`config.mk`:
```
export PLATFORM = sky130hd
export DESIGN_NAME = uart_tx_arbiter
export DESIGN_NICKNAME = d
export VERILOG_FILES = /design/src/rtl/uart_tx_arbiter.sv
export SDC_FILE = /design/constraint.sdc
export NUM_CORES = 1
export LEC_CHECK = 0
export ABC_AREA = 0
export CAP_MARGIN = 10
export CORE_UTILIZATION = 42
export DETAILED_ROUTE_END_ITERATION = 6
export HOLD_SLACK_MARGIN = 0.02
export PLACE_DENSITY_LB_ADDON = 0.05
export SLEW_MARGIN = 20
export SYNTH_ARGS = -nofsm -noshare
export SYNTH_HDL_FRONTEND = slang
export SYNTH_SLANG_ARGS = --single-unit
```
`constraint.sdc`:
```
create_clock -name clk_i -period 1.9 [get_ports clk_i]
set_input_delay 0.19 -clock clk_i [delete_from_list [all_inputs] [get_ports clk_i]]
set_output_delay 0.19 -clock clk_i [all_outputs]
set_load 0.02 [all_outputs]
```
`src/rtl/uart_tx_arbiter.sv`:
```
// Round-robin arbiter sharing one UART transmitter between NUM_REQ requesters.
// Latches the granted byte, launches it with a one-cycle valid, then follows tx_busy.
module uart_tx_arbiter #(
  parameter int unsigned NUM_REQ      = 4,
  parameter int unsigned DATA_WIDTH   = 8,
  parameter int unsigned BUSY_TIMEOUT = 16
) (
  input  logic                            clk_i,
  input  logic                            rst_ni,
  input  logic [NUM_REQ-1:0]              req_i,
  input  logic [NUM_REQ*DATA_WIDTH-1:0]   data_in_i,
  input  logic [NUM_REQ-1:0]              par_en_in_i,
  input  logic                            tx_busy_i,
  output logic [DATA_WIDTH-1:0]           tx_data_o,
  output logic                            tx_par_en_o,
  output logic                            tx_data_valid_o,
  output logic [NUM_REQ-1:0]              ack_o,
  output logic [NUM_REQ-1:0]              done_o,
  output logic                            timeout_err_o,
  output logic [$clog2(NUM_REQ)-1:0]      active_id_o
);

  localparam int unsigned IdW    = $clog2(NUM_REQ);
  localparam int unsigned TimerW = $clog2(BUSY_TIMEOUT);

  typedef enum logic [1:0] {StIdle, StLaunch, StWaitBusy, StWaitDone} state_e;

  state_e                  state_q, state_d;
  logic [IdW-1:0]          ptr_q, ptr_d;
  logic [TimerW-1:0]       timer_q, timer_d;
  logic [DATA_WIDTH-1:0]   tx_data_q, tx_data_d;
  logic                    tx_par_en_q, tx_par_en_d;
  logic                    valid_q, valid_d;
  logic [NUM_REQ-1:0]      ack_q, ack_d;
  logic [NUM_REQ-1:0]      done_q, done_d;
  logic                    timeout_q, timeout_d;
  logic [IdW-1:0]          active_id_q, active_id_d;

  logic [DATA_WIDTH-1:0]   data_arr [NUM_REQ];
  logic                    sel_valid;
  logic [IdW-1:0]          sel_id;
  logic [IdW-1:0]          idx;
  logic [IdW-1:0]          next_ptr;

  for (genvar g = 0; g < NUM_REQ; g++) begin : gen_unpack
    assign data_arr[g] = data_in_i[g*DATA_WIDTH +: DATA_WIDTH];
  end

  // First set request at or after ptr, wrapping modulo NUM_REQ.
  always_comb begin
    sel_valid = 1'b0;
    sel_id    = '0;
    idx       = '0;
    for (int unsigned i = 0; i < NUM_REQ; i++) begin
      idx = IdW'((32'(ptr_q) + i) % NUM_REQ);
      if (!sel_valid && req_i[idx]) begin
        sel_valid = 1'b1;
        sel_id    = idx;
      end
    end
  end

  assign next_ptr = (active_id_q == IdW'(NUM_REQ - 1)) ? '0 : active_id_q + IdW'(1);

  always_comb begin
    state_d     = state_q;
    ptr_d       = ptr_q;
    timer_d     = timer_q;
    tx_data_d   = tx_data_q;
    tx_par_en_d = tx_par_en_q;
    active_id_d = active_id_q;
    valid_d     = 1'b0;
    ack_d       = '0;
    done_d      = '0;
    timeout_d   = 1'b0;

    case (state_q)
      StIdle: begin
        if (sel_valid) begin
          tx_data_d   = data_arr[sel_id];
          tx_par_en_d = par_en_in_i[sel_id];
          active_id_d = sel_id;
          valid_d     = 1'b1;
          state_d     = StLaunch;
        end
      end
      StLaunch: begin
        timer_d = '0;
        state_d = StWaitBusy;
      end
      StWaitBusy: begin
        if (tx_busy_i) begin
          ack_d[active_id_q] = 1'b1;
          state_d            = StWaitDone;
        end else if (timer_q == TimerW'(BUSY_TIMEOUT - 2)) begin
          // This cycle's increment would reach BUSY_TIMEOUT-1: give up on the frame.
          timeout_d = 1'b1;
          ptr_d     = next_ptr;
          state_d   = StIdle;
        end else begin
          timer_d = timer_q + TimerW'(1);
        end
      end
      StWaitDone: begin
        if (!tx_busy_i) begin
          done_d[active_id_q] = 1'b1;
          ptr_d               = next_ptr;
          state_d             = StIdle;
        end
      end
      default: state_d = StIdle;
    endcase
  end

  always_ff @(posedge clk_i or negedge rst_ni) begin
    if (!rst_ni) begin
      state_q     <= StIdle;
      ptr_q       <= '0;
      timer_q     <= '0;
      tx_data_q   <= '0;
      tx_par_en_q <= 1'b0;
      valid_q     <= 1'b0;
      ack_q       <= '0;
      done_q      <= '0;
      timeout_q   <= 1'b0;
      active_id_q <= '0;
    end else begin
      state_q     <= state_d;
      ptr_q       <= ptr_d;
      timer_q     <= timer_d;
      tx_data_q   <= tx_data_d;
      tx_par_en_q <= tx_par_en_d;
      valid_q     <= valid_d;
      ack_q       <= ack_d;
      done_q      <= done_d;
      timeout_q   <= timeout_d;
      active_id_q <= active_id_d;
    end
  end

  assign tx_data_o       = tx_data_q;
  assign tx_par_en_o     = tx_par_en_q;
  assign tx_data_valid_o = valid_q;
  assign ack_o           = ack_q;
  assign done_o          = done_q;
  assign timeout_err_o   = timeout_q;
  assign active_id_o     = active_id_q;

endmodule

```
# After elaboration in Yosys (flattened, before gate mapping)
# Index checks and enable logic that the tools add are counted.
# word_totals
word_cells	94
input_bits	43
register_bits	29
out_inout_bits	21
# op_classes
n_lt_le_gt_ge	8
add_sub_neg	5
mux	45
n_bitwise	1
eq_ne	11
n_reduce_logical	14
# ops
op	count
$mux 2	12
$mux 4	6
$lt 2x3->1 const B	6
$bmux 8 s2	1
$mux 8	2
$mux 1	15
$bmux 1 s2	5
$ne 2x2->1 const B	5
$pmux 2 s4	1
$pmux 4 s2	1
$eq 2x2->1 const B	3
$reduce_and 3->1	2
$add 2x1->2 const B	2
$add 2x2->2 const B	2
$add 4x1->4 const B	1
$eq 4x4->1 const B	1
$logic_and 1x1->1	4
$pmux 2 s2	1
$reduce_and 4->1	1
$reduce_bool 2->1	2
$ge 3x3->1 const B	1
$logic_not 1->1	3
$ne 3x3->1 const B	1
$not 2->3	1
5 further kinds	5

# Depth between registers and ports, before layout
# logic_depth
word_depth	16
mapped_depth	7
ltp_nobuf	7

# Least setup slack after synthesis
# No wires, ideal clock.
# synth_path
path_kind	register -> register
start	register state_q[0]
end	register tx_data_q[0], in the netlist tx_data_o[0]
required_time_ns	1.806
stages_incl_launch_ff	6
period_less_slack_ns	1.541
setup_time_ns	0.094
slack_ns	0.359
t_arrival_ns	1.446
path_cell_list	dfrtp_1 > clkbuf_1 > a211o_1 > or3_1 > buf_2 > o221ai_1
# synth_between
elab_chain_cells	2
# synth_lines
item	line_no	text
start: declaration	28	state_e state_q, state_d;
start signal: assignment	117	state_q <= StIdle;
start signal: assignment	128	state_q <= state_d;
$logic_not 2->1	77	case (state_q)
$reduce_and 2->1 (no source line)	--	
end signal: assignment	131	tx_data_q <= tx_data_d;
end: declaration	31	logic [DATA_WIDTH-1:0] tx_data_q, tx_data_d;
# Every way passes these cells.
# A chain may end at the register's enable or synchronous reset.

# Worst setup path in the final report
# layout_path
start	register ptr_q[1]
end	register tx_data_q[5], in the netlist tx_data_o[5]
# layout_between
elab_chain_cells	16
word_cells_on_any_way	30
# layout_lines
item	line_no	text
start: declaration	29	logic [IdW-1:0] ptr_q, ptr_d;
start signal: assignment	129	ptr_q <= ptr_d;
branches (longest 16 deep; another with $add 2x1->2)	--	
# Several ways; the timed one is not identified. The select of a mux whose other input is x is not followed.

==> metrics.yaml <==
outcome:
  outcome: "completed"
clock_network:
  cts_root_buffer: "clkbuf_4"
  clkTransAtPathRegs_ns: 0.09
  hold_buffers: 0
  cts_resized: 0
  cts_made_buffers: 5
  ctsLongestPathBuffers: 2
  htree_levels: 2
  cts_setup_buffers: 0
  clk_latency_ns: 0.32
  cts_tree: "done"
  cts.sinks: 29
drt:
  via_per_inst: 5.032
  dr.first_iter.drc_count: 54
  drc: 0
  ant_nets: 0
  post_drt_wl_per_cell_um: 13.06
  routed.top_layer: "met4"
  dr.pass1.iters: 4
  wl_mm: 3.292
  dr_wl_met2_mm: 1.677
  wl_met3_um: 185
  vias: 1268
  wl_met1_mm: 1.390
logic_synthesis:
  syn_nets: 183
  ys_ff_latch: 29
  yosysSeqAreaShare_pct: 49.53
  synth.area.top_cells: "dfrtp_1 50%, mux2i_1 13%, o221ai_1 5.4%, ha_1 5.1%, nand2_1 3.8%"
  synth_top_cells_by_count: "29 x dfrtp_1, 19 x mux2i_1, 15 x nand2_1, 9 x o221ai_1"
  yosys.area.top_type: "dfrtp_1"
  synthDistinctLibCells: 30
  synth_enable_flop_cells: 0
  async_flop_share_pct: 100.0
  synth_most_common_cell: "dfrtp_1"
  syn_area_per_cell_sq_um: 10.93
  ys.flop_type: "dfrtp_1"
  synth_area_sq_um: 1465
  synth_top_area_share_pct: 49.53
  synthCells: 134
  yosysWarnings: 0
power_and_ir_drop:
  p_leak_nw: 1.047
  powerDensity_nw_per_um2: 1262
  ir_drop_mv: 1.099
  p_total_mw: 2.822
timing:
  setup_violations: 0
  fmax_mhz: 612.8
  rsz0062_at_grt: "no"
  max_slew_margin_pct: 75.75
  final.setup_skew_ns: 0.01049
  slew_viol_final: 0
  fin_crit_ns: 1.632
  worst_slew_pin_slew_ns: 0.3638
  setup_ws_ns: 0.2682
  fin_crit_sh_pct: 85.88
  finalHoldViolations: 0
setup_path:
  critPathCaptureType: "flip-flop"
  critPathArrivalTime_ns: 1.86
  r2r_start: "ptr_q[1]$_DFFE_PN0P_"
  cp.required_ns: 2.13
  reg2reg_slack_ns: 0.27
  critPathLaunch: "ptr_q[1]$_DFFE_PN0P_"
  rr_worst_depth: 4
  r2r-end: "tx_data_o[5]$_DFFE_PN0P_"
  crit_fanout: 10
  worstSetupPathType: "reg -> reg"
  start_kind: "flip-flop"
die:
  rows: 21
  dieArea_sq_um: 3729
  die_h_um: 61.07
  fp.coreArea_sq_um: 3337
  die_x_um: 61.07
  start_util_pct: 43.91
  io_pins: 64
final_layout:
  syn2layout_area_growth_pct: 52.69
  fin_cells: 252
  multi_input_area_sq_um: 676.9
  fin_area_sq_um: 2237
  diodes: 0
  layout-drive-gt1-share_pct: 6.796
  finalNetCount: 254
  post-route-util_pct: 67.04
  n_fill_cell: 290
  seqCellArea_sq_um: 725.7
place:
  place_area_sq_um: 2167
  placed_cells: 244
  io_buffers: 63
  dp_slack_ns: -0.03823
  place_hpwl_mm: 2.537
  gp_congestion: 0.6753
global_routing:
  grt_pass1_wl_mm: 5.154
  groute.usage.overall_pct: 19.35
  grt_overflow: 0
  grt_max_degree: 30
  grt_antenna_before_repair: 0
  grt_pass1_vias: 1177
job:
  maxCapViolCount: 0
hold_path:
  hp-class: "in -> async"
==> worst max-delay path by stage <==
stage | end | slack, ns | cells after the start
finish | tx_data_o[5]$_DFFE_PN0P_ | 0.27 | 4
global route | timer_q[3]$_DFFE_PN0P_ | 0.16 | 7
CTS | tx_data_o[5]$_DFFE_PN0P_ | 0.25 | 4
detailed placement | tx_par_en_o$_DFFE_PN0P_ | -0.04 | 5
global placement | tx_data_o[0]$_DFFE_PN0P_ | 0.03 | 5
floorplan | tx_data_o[0]$_DFFE_PN0P_ | 0.36 | 5
==> per-layer routing <==
layer,global-route usage [%],vias up
li1,-,622
met1,23.98,609
met2,32.45,32
met3,4.202,5
met4,8.766,0
met5,0,-
==> sequential cells by signal (all words and copies together), names as in the netlist <==
register / count
tx_data_valid_o: 1
tx_data_o: 8
timeout_err_o: 1
active_id_o: 2
state_q: 2
ack_o: 4
tx_par_en_o: 1
done_o: 4
ptr_q: 2
timer_q: 4
==> power by group <==
part / leakage, nW / internal [mW] / switching [mW]
Clock: 0.0413 / 0.214 / 0.203
Sequential: 0.376 / 0.830 / 0.163
Combinational: 0.630 / 0.705 / 0.708
==> logic make-up after synthesis <==
kind of cell | share of synthesized area, %
DFF | 49.53
adders and majority gates | 5.124
buffers and inverters | 4.270
AOI/OAI and AO/OA | 11.70
xor gates and xnor gates | 0.5979
and+or+nand+nor | 15.03
muxes | 13.75
==> area by class of cell <==
class,instances,share of cell area (%)
clock buffers,7,2.908
inverters,5,0.8389
repair buffers,69,30.76
clock inverters,1,0.2237
multi-input cells,95,30.26
well taps,46,2.573
flip-flops and latches,29,32.44
==> metrics by stage <==
stage	hold slack [ns]	setup TNS, ns
2_1_floorplan	-0.1056	0
3_3_place_gp	0.4700	0
3_5_place_dp	0.4730	-0.1832
4_1_cts	0.2390	0
5_1_grt	0.2873	0
6_report	0.2415	0
==> layout by cell type (no fill, tap or decap) <==
cell,count
o21ai_1,4
a31oi_1,1
o21ai_0,4
a21oi_1,1
o41ai_1,1
nand2_1,15
o31ai_1,1
nor2_1,6
a211oi_1,1
nor3b_1,1
buf_12,1
and3_1,4
clkbuf_8,2
nor2b_1,2
mux2_1,1
clkinv_2,1
mux2i_1,19
nand3_1,3
nand3b_1,1
and2_1,6
nand2b_1,4
clkdlybuf4s50_1,63
xor2_1,1
inv_1,5
or3_1,1
a211o_1,2
dfrtp_1,29
o221ai_1,9
clkbuf_4,5
ha_1,6
buf_4,5
nor3_1,1
==> worst max-delay path, cell delays in order, from the launching register on <==
cell      delay, ns
dfrtp_1        0.46
nor3b_1        0.24
a211oi_1       0.09
or3_1          0.50
o221ai_1       0.26
Power figures use the tool's default switching activity.
